**src/rtl/mem_xfer_pkg.sv**
```systemverilog
// Shared types and constants for the load/store sequencer.
// The state encoding is also exported on the debug port of mem_xfer_fsm.
package mem_xfer_pkg;

   typedef enum logic [2:0] {
      IDLE  = 3'd0,
      ADDR  = 3'd1,
      DATA  = 3'd2,
      WRITE = 3'd3,
      READ  = 3'd4,
      WB    = 3'd5,
      DONE  = 3'd6
   } state_t;

   localparam logic MODE_STORE = 1'b0;
   localparam logic MODE_LOAD  = 1'b1;

   localparam logic RW_READ  = 1'b0;
   localparam logic RW_WRITE = 1'b1;

   localparam int NUM_REGS_DEF = 5;

endpackage

```
**src/rtl/reg_onehot_dec.sv**
```systemverilog
// Register-select decoder: a one-hot enable gated by en, plus a range check
// that is independent of en.
module reg_onehot_dec #(
   parameter int SEL_W    = 6,
   parameter int NUM_REGS = 5
) (
   input  logic [SEL_W-1:0]    sel,
   input  logic                en,
   output logic [NUM_REGS-1:0] onehot,
   output logic                valid
);

   always_comb begin
      valid = int'(sel) < NUM_REGS;
      for (int i = 0; i < NUM_REGS; i++) begin
         onehot[i] = en && (int'(sel) == i);
      end
   end

endmodule

```
**src/rtl/mem_xfer_fsm.sv**
```systemverilog
// Load/store sequencer: moves one word between a selected register and memory,
// with a mem_ready handshake, a bounded wait, abort and error reporting.
module mem_xfer_fsm
   import mem_xfer_pkg::*;
#(
   parameter int NUM_REGS = NUM_REGS_DEF,
   parameter int SEL_W    = 6,
   parameter int TIMEOUT  = 8
) (
   input  logic                clk,
   input  logic                rst,
   input  logic                start,
   input  logic                mode,
   input  logic [SEL_W-1:0]    addr_sel,
   input  logic [SEL_W-1:0]    data_sel,
   input  logic                mem_ready,
   input  logic                abort,
   output logic [NUM_REGS-1:0] RegOutEn,
   output logic [NUM_REGS-1:0] RegInEn,
   output logic                MARin,
   output logic                MDR_frombusin,
   output logic                MDR_frommemin,
   output logic                MDRout,
   output logic                EN,
   output logic                RW,
   output logic                busy,
   output logic                done,
   output logic                err,
   output state_t              state_dbg
);

   localparam int CNT_W = $clog2(TIMEOUT + 1);
   localparam logic [CNT_W-1:0] CNT_LAST = CNT_W'(TIMEOUT - 1);

   state_t            state, state_nx;
   logic              mode_q;
   logic [SEL_W-1:0]  addr_q, data_q;
   logic [CNT_W-1:0]  cnt;
   logic              err_q;

   logic [SEL_W-1:0]    addr_dec_sel, data_dec_sel;
   logic [NUM_REGS-1:0] addr_oh, data_oh;
   logic                addr_valid, data_valid;
   logic                in_mem, mem_timeout, take_start, bad_start;

   // In IDLE the decoders look at the live selects only for the range check;
   // their one-hot outputs are gated off there, so nothing reaches the ports.
   assign addr_dec_sel = (state == IDLE) ? addr_sel : addr_q;
   assign data_dec_sel = (state == IDLE) ? data_sel : data_q;

   reg_onehot_dec #(.SEL_W(SEL_W), .NUM_REGS(NUM_REGS)) u_addr_dec (
      .sel    (addr_dec_sel),
      .en     (state == ADDR),
      .onehot (addr_oh),
      .valid  (addr_valid)
   );

   reg_onehot_dec #(.SEL_W(SEL_W), .NUM_REGS(NUM_REGS)) u_data_dec (
      .sel    (data_dec_sel),
      .en     ((state == DATA) || (state == WB)),
      .onehot (data_oh),
      .valid  (data_valid)
   );

   assign in_mem      = (state == WRITE) || (state == READ);
   assign mem_timeout = in_mem && !mem_ready && (cnt == CNT_LAST);
   assign take_start  = (state == IDLE) && start && !abort;
   assign bad_start   = take_start && !(addr_valid && data_valid);
   assign state_dbg   = state;

   always_ff @(posedge clk or negedge rst) begin
      if (!rst) begin
         state <= IDLE;
      end else begin
         state <= state_nx;
      end
   end

   always_ff @(posedge clk or negedge rst) begin
      if (!rst) begin
         mode_q <= MODE_STORE;
         addr_q <= '0;
         data_q <= '0;
         cnt    <= '0;
         err_q  <= 1'b0;
      end else begin
         if (take_start) begin
            mode_q <= mode;
            addr_q <= addr_sel;
            data_q <= data_sel;
         end
         // ADDR/DATA always precede a memory state, so clearing there is the entry load.
         if ((state == ADDR) || (state == DATA)) begin
            cnt <= '0;
         end else if (in_mem) begin
            cnt <= cnt + 1'b1;
         end
         if (abort || (state == DONE)) begin
            err_q <= 1'b0;
         end else if (bad_start || mem_timeout) begin
            err_q <= 1'b1;
         end
      end
   end

   always_comb begin
      state_nx = state;
      if (abort) begin
         state_nx = IDLE;
      end else begin
         case (state)
            IDLE:  if (start) state_nx = (addr_valid && data_valid) ? ADDR : DONE;
            ADDR:  state_nx = (mode_q == MODE_LOAD) ? READ : DATA;
            DATA:  state_nx = WRITE;
            WRITE: if (mem_ready || mem_timeout) state_nx = DONE;
            READ:  begin
               if (mem_ready) state_nx = WB;
               else if (mem_timeout) state_nx = DONE;
            end
            WB:    state_nx = DONE;
            DONE:  state_nx = IDLE;
            default: state_nx = IDLE;
         endcase
      end
   end

   always_comb begin
      RegOutEn      = '0;
      RegInEn       = '0;
      MARin         = 1'b0;
      MDR_frombusin = 1'b0;
      MDR_frommemin = 1'b0;
      MDRout        = 1'b0;
      EN            = 1'b0;
      RW            = RW_READ;
      busy          = (state != IDLE);
      done          = 1'b0;
      err           = 1'b0;
      case (state)
         ADDR: begin
            RegOutEn = addr_oh;
            MARin    = 1'b1;
         end
         DATA: begin
            RegOutEn      = data_oh;
            MDR_frombusin = 1'b1;
         end
         WRITE: begin
            EN = 1'b1;
            RW = RW_WRITE;
         end
         READ: begin
            EN            = 1'b1;
            RW            = RW_READ;
            MDR_frommemin = 1'b1;
         end
         WB: begin
            MDRout  = 1'b1;
            RegInEn = data_oh;
         end
         DONE: begin
            done = 1'b1;
            err  = err_q;
         end
         default: ;
      endcase
   end

endmodule

```
**config.mk**
```make
export PLATFORM = sky130hd
export DESIGN_NAME = mem_xfer_fsm
export DESIGN_NICKNAME = d
export VERILOG_FILES = /design/src/rtl/mem_xfer_pkg.sv /design/src/rtl/reg_onehot_dec.sv /design/src/rtl/mem_xfer_fsm.sv
export SDC_FILE = /design/constraint.sdc
export NUM_CORES = 1
export LEC_CHECK = 0
export ABC_CLOCK_PERIOD_IN_PS = 3160
export CORE_MARGIN = 2
export CORE_UTILIZATION = 54
export CTS_BUF_LIST = sky130_fd_sc_hd__clkbuf_4 sky130_fd_sc_hd__clkbuf_8
export CTS_CLUSTER_SIZE = 20
export DETAILED_ROUTE_END_ITERATION = 12
export PLACE_DENSITY_LB_ADDON = 0.05
export SLEW_MARGIN = 20
export SYNTH_ARGS = -nofsm -noshare
export SYNTH_HDL_FRONTEND = slang
export SYNTH_SLANG_ARGS = --single-unit
```
**constraint.sdc**
```tcl
create_clock -name clk -period 3.16 [get_ports clk]
set_clock_uncertainty 0.2 [all_clocks]
set_input_delay 0.474 -clock clk [delete_from_list [all_inputs] [get_ports clk]]
set_output_delay 0.474 -clock clk [all_outputs]
set_load 0.1 [all_outputs]
```
==> results of run 1 <==
==> metal layers <==
metal	GRT usage	vias up
li1	-	686
met1	0.396	664
met2	0.459	64
met3	0.0535	11
met4	0.0612	0
met5	0	-
==> flip-flops by register name (all words and copies together) (netlist names) <==
name       cells
data_q         6
cnt            4
err_q          1
mode_q         1
state_dbg      3
addr_q         6
==> worst max path at each step <==
stage,slack (ps),from,cells past startpoint,end
after floorplan,-530,state_dbg[2],5,RegOutEn[1]
after global placement,410,state_dbg[0],6,RegOutEn[2]
after detailed placement,330,state_dbg[0],6,RegOutEn[2]
after CTS,60,state_dbg[2],7,RegOutEn[0]
after global routing,30,state_dbg[2],7,RegOutEn[0]
final,140,state_dbg[2],7,RegOutEn[0]
==> worst register-to-register path: cells and delay by family, from the launching register on <==
family          cells  cell delay [ps]
compound gates      3              680
buf+inv             2              480
flops               1              530
==> cells in the mapped netlist (2+ instances only) <==
master | number | area share
a31oi_1 | 5 | 0.021
a21oi_1 | 10 | 0.034
nand3b_1 | 3 | 0.015
nor3b_1 | 3 | 0.015
or2_2 | 2 | 0.0085
nand2_1 | 8 | 0.020
buf_2 | 3 | 0.010
mux2_2 | 6 | 0.046
nor2_1 | 13 | 0.033
dfrtp_1 | 21 | 0.36
a221o_1 | 3 | 0.020
o22ai_1 | 2 | 0.0085
and2_1 | 2 | 0.0085
inv_1 | 11 | 0.028
o221ai_1 | 2 | 0.012
nand3_1 | 4 | 0.014
nor3_1 | 11 | 0.038
o32ai_1 | 2 | 0.012
a211oi_1 | 2 | 0.010
a22oi_1 | 2 | 0.010
o21ai_0 | 8 | 0.027
mux2_4 | 5 | 0.051
mux2i_1 | 2 | 0.014
buf_6 | 2 | 0.015
o211ai_1 | 4 | 0.020
==> area by class of cell <==
| class | instances | area share |
|---|---|---|
| Multi-Input combinational cell | 118 | 0.461 |
| Timing Repair Buffer | 45 | 0.238 |
| Tap cell | 30 | 0.0173 |
| Inverter | 13 | 0.0253 |
| Clock inverter | 1 | 0.00230 |
| Sequential cell | 21 | 0.246 |
| Clock buffer | 3 | 0.0104 |
==> per-stage QoR <==
stage / utilization / hold slack (ps) / cell area [µm²] / total power [mW]
after floorplan: - / -21.6 / 1630 / 1.61
final: 0.862 / 266 / 2170 / 2.09
after global routing: 0.862 / 332 / 2170 / 2.20
after CTS: 0.860 / 281 / 2170 / 2.08
after detailed placement: 0.841 / 290 / 2120 / 1.90
after global placement: 0.841 / 284 / 2120 / 1.85
==> what timing repair did <==
action                                  in CTS  in global routing
buffers inserted                             1                  0
gates resized for setup                      0                  1
gates cloned                                 0                  0
endpoints found under the setup margin       4                  4
hold buffers                                 0                  0
pin swaps                                    1                  0
==> power groups by stage <==
stage	Sequential (mW)	Combinational [mW]	Clock, mW
floorplan	0.607	1.00	0
detailed placement	0.545	1.35	0
finish	0.541	1.41	0.139
CTS	0.539	1.40	0.139
global route	0.559	1.49	0.146
global placement	0.533	1.31	0
==> logic make-up (layout without fill, tap and decap cells) <==
group | after synthesis | after routing | share of synthesized area
buf+inv | 19 | 62 | 0.0658
xor+xnor | 1 | 1 | 0.00598
flops | 21 | 21 | 0.359
simple gates | 57 | 57 | 0.225
fa+ha+maj | 1 | 1 | 0.00854
compound gates | 45 | 45 | 0.210
mux | 14 | 14 | 0.126
==> flow_summary.ini, run 1 <==
[status]
status = completed

[yosys]
synthCells = 158
synth_edf_count = 0
synth_nets = 177
synth.yosys.seq_area_share = 0.359
synth_seq_cells = 21
ys_warn_count = 0
syn_area_um2 = 1470
synth_top_flop_cell = dfrtp_1
netlist-cell-type-count = 47
syn_avg_cell_area_um2 = 9.27
async_flop_share = 1.00

[pwr]
pwr-share-seq = 0.259
p_comb_frac = 0.675
p_clk_frac = 0.067
swShare = 0.556
intPower_mw = 0.929
power_leakage_nw = 0.867
ir_drop_mv = 1.14
switchingPower_mw = 1.17
power.density_nw_per_um2 = 964

[clock_network]
cts_buffers = 3
cts_sinks = 21
clk_pin_slew_ps = 130
root_buffer = clkbuf_4
cts_buffer_depth = 2
insertion_delay_ps = 330
cts-htree-levels = 1
cts_tree = done

[placement]
post-place-ws_ps = 327
place_congestion = 0.942
dp_cells = 226
io_buffer_count = 39
dp_hpwl_mm = 3.18

[sta]
slew_viol_final = 0
fin_crit_sh = 0.956
hold_viol_final = 0
report.final.setup_viol = 0
fin_ws_ps = 139
rsz0062_at_grt = no
maxSlewHeadroom = 0.616
worstMarginPinSlew_ps = 574
period_needed_ps = 3020
max_freq_ghz = 0.331
fin_setup_tns_ps = 0

[detailed_routing]
drc_errors = 0
ant_nets = 0
num_vias = 1425
dr_wl_met2_mm = 1.97
routed.top_layer = met4
drtPass1Iterations = 5
wl_met1_mm = 1.71
wl_per_cell_um = 17.7
viasPerCell = 6.17
routed_wl_mm = 4.09
route.met3.wl_um = 332
drtIter0Drc = 75

[die]
coreArea_um2 = 2520
fp.dieArea_um2 = 3150
die_height_um = 56.1
initial_core_util = 0.581
rows = 18
die_w_um = 56.1
ios = 40

[final_layout]
diodes = 0
most-common-layout-cells = dfrtp_1 (18), clkdlybuf4s50_1 (17), buf_4 (17)
multiInputGateArea_um2 = 1000
finalNonFillerCells = 231
n_fill_cell = 146
regArea_um2 = 534
layout_commonest_cell = dfrtp_1
drive_above_1_share = 0.358
syn_to_final_growth_pct = 48.3
nNetsFinal = 221

[global_routing]
antenna_found_initial = 0
grt_pass1_vias = 1435
grt_pass1_wl_mm = 6.97
gr-total-overflow = 0
grt_max_degree = 22
grt_util_all_layers = 0.284

[setup_path]
worstPathCellList = buf_4 -> inv_1 -> nand3_2 -> clkinvlp_4 -> nand2_1 -> o22ai_4 -> buf_12
critPathRequiredTime_ps = 2490
critPathMaxFanout = 18
rr_worst_depth = 5
worstSetupPathType = flip-flop to output port
cpMaxStageDelayCell = dfrtp_4
cp.buffers_inverters = 4
startpoint_type = flip-flop
worstPathArrival_ps = 2350
slowest_delay_ps = 530
rr_startpoint = state_dbg[2]
rrSetupSlack_ps = 1150
crit_family = buffers and inverters
r2r_end = cnt[2]
crit_path_end_kind = output port

[flow_run]
drv_cap = 0

[min_path]
hp-class = input port to asynchronous set/reset pin
Power figures use the tool's default switching activity.
==> run 2: changes to the inputs <==
--- a/config.mk
+++ b/config.mk
@@ -5,9 +5,9 @@
 export SDC_FILE = /design/constraint.sdc
 export NUM_CORES = 1
 export LEC_CHECK = 0
-export ABC_CLOCK_PERIOD_IN_PS = 3160
+export ABC_CLOCK_PERIOD_IN_PS = 2600
 export CORE_MARGIN = 2
-export CORE_UTILIZATION = 54
+export CORE_UTILIZATION = 45
 export CTS_BUF_LIST = sky130_fd_sc_hd__clkbuf_4 sky130_fd_sc_hd__clkbuf_8
 export CTS_CLUSTER_SIZE = 20
 export DETAILED_ROUTE_END_ITERATION = 12
==> constraint.sdc (replaced) <==
create_clock -name clk -period 2.6 [get_ports clk]
set_clock_uncertainty 0.2 [all_clocks]
set_input_delay 0.39 -clock clk [delete_from_list [all_inputs] [get_ports clk]]
set_output_delay 0.39 -clock clk [all_outputs]
set_load 0.1 [all_outputs]
==> run 2 against run 1 <==
Net effect:
- the flow now finishes with violations (negative setup slack)
- sequential power rose by 23%
- global-route usage fell by 3.1 points
- non-clock buffer count is 15 higher
- setup slack got worse by 210 ps
- largest cell class unchanged
- largest power group unchanged
- highest routed layer unchanged
==> flow_summary.ini, run 2 (synthesized netlist as in run 1, its figures left out) <==
[sta]
period_needed_ps = 2670
fin_crit_sh = 1.03
report.final.setup_viol = 10
rsz0062_at_grt = yes
max_freq_ghz = 0.374
slew_viol_final = 0
fin_ws_ps = -72.6
worstMarginPinSlew_ps = 341
maxSlewHeadroom = 0.771
hold_viol_final = 0

[setup_path]
crit_path_end_kind = output port
worstSetupPathType = flip-flop to output port
worstPathCellList = nor3_4 -> buf_12 -> inv_8 -> mux2i_4 -> buf_6 -> o32ai_4 -> buf_12
rr_startpoint = state_dbg[2]
critPathMaxFanout = 4
r2r_end = mode_q
worstPathArrival_ps = 2080
startpoint_type = flip-flop
cpMaxStageDelayCell = dfrtp_4
rr_worst_depth = 6
crit_top_cell = buf_12
slowest_delay_ps = 540
rrSetupSlack_ps = 570
critPathRequiredTime_ps = 2010

[global_routing]
gr-total-overflow = 0
grt_util_all_layers = 0.252
grt_pass1_wl_mm = 6.94
antenna_found_initial = 0
grt_max_degree = 22
grt_pass1_vias = 1396

[final_layout]
nNetsFinal = 236
top_regs = addr_q (6), data_q (6), cnt (4)
diodes = 0
syn_to_final_growth_pct = 71.7
utilization = 0.817
n_fill_cell = 189
drive_above_1_share = 0.444
most-common-layout-cells = buf_12 (21), buf_4 (21), dfrtp_1 (18)
final_area_um2 = 2520

[status]
violations = negative setup slack
status = complete, but fails checks

[detailed_routing]
drc_errors = 0
ant_nets = 0
num_vias = 1519
routed_wl_mm = 4.38
drtPass1Iterations = 4
wl_per_cell_um = 16.8
viasPerCell = 5.84
drtIter0Drc = 91

[pwr]
power.density_nw_per_um2 = 1200
ir_drop_mv = 0.737
power_leakage_nw = 0.992

[die]
die_height_um = 61.1
initial_core_util = 0.476
ios = 40
rows = 20
die_w_um = 61.1
fp.dieArea_um2 = 3730
coreArea_um2 = 3080

[flow_run]
drv_cap = 0

[placement]
dp_hpwl_mm = 3.20
place_congestion = 0.902
placed_area_um2 = 2340
io_buffer_count = 39

[clock_network]
cts_sinks = 21
clk_pin_slew_ps = 130
cts_buffer_depth = 2
cts-htree-levels = 1
cts_buffers = 3
root_buffer = clkbuf_4
cts_tree = done
insertion_delay_ps = 320

[min_path]
hp-class = input port to asynchronous set/reset pin
## run 2: final cells by class
type                    instances  area (µm²)  share of cell area
well taps                      44        55.1              0.0219
flip-flops and latches         21         537               0.213
inverters                      13        60.1              0.0239
multi-input cells             118        1070               0.427
repair buffers                 60         759               0.302
clock buffers                   4        30.0              0.0119
## run 2: repair_timing
| item | in CTS | in global routing |
|---|---|---|
| gates resized for setup | 11 | 3 |
| gates cloned | 0 | 0 |
| endpoints found under the setup margin | 10 | 10 |
| hold buffers | 0 | 0 |
| hold endpoints to repair | 0 | 0 |
| pin swaps | 5 | 3 |
| setup buffers | 7 | 2 |
## run 2: critical path, delay by kind of cell, from the launching register on
kind	cells	cell delay, ps
simple gates	1	200
compound gates	1	270
buf+inv	4	550
mux	1	200
flops	1	540
## run 2: through the flow
stage,std cells,setup TNS [ps],total power [mW],setup slack (ps),hold WS (ps)
after floorplan,158,-5380,1.98,-1010,-106
after global placement,247,0,2.51,151,283
after detailed placement,247,0,2.56,124,299
after CTS,258,-245,2.93,-74.0,217
after global routing,260,-1370,3.16,-187,226
final,260,-363,3.01,-72.6,200
## run 2: per-layer routing
layer / global-route usage / up-vias / wire length [µm]
met3: 0.0336 / 9 / 283
li1: - / 714 / -
met4: 0.0839 / 0 / 67
met5: 0 / - / 0
met1: 0.365 / 735 / 1860
met2: 0.391 / 61 / 2170
## run 2: where the power goes
group	internal (mW)	leakage (nW)	switching, mW
clock network	0.0706	0.0184	0.114
logic	0.896	0.718	1.26
registers	0.487	0.255	0.179
total	1.45	0.992	1.56
## run 2: how the worst max path moves through the flow
| stage | start | endpoint | slack (ps) |
|---|---|---|---|
| floorplan | state_dbg[2] | RegOutEn[1] | -1010 |
| global placement | data_sel[3] | RegInEn[1] | 150 |
| detailed placement | state_dbg[2] | RegOutEn[2] | 120 |
| CTS | state_dbg[2] | RegOutEn[2] | -70 |
| global route | state_dbg[2] | RegOutEn[3] | -190 |
| finish | state_dbg[2] | RegOutEn[3] | -70 |
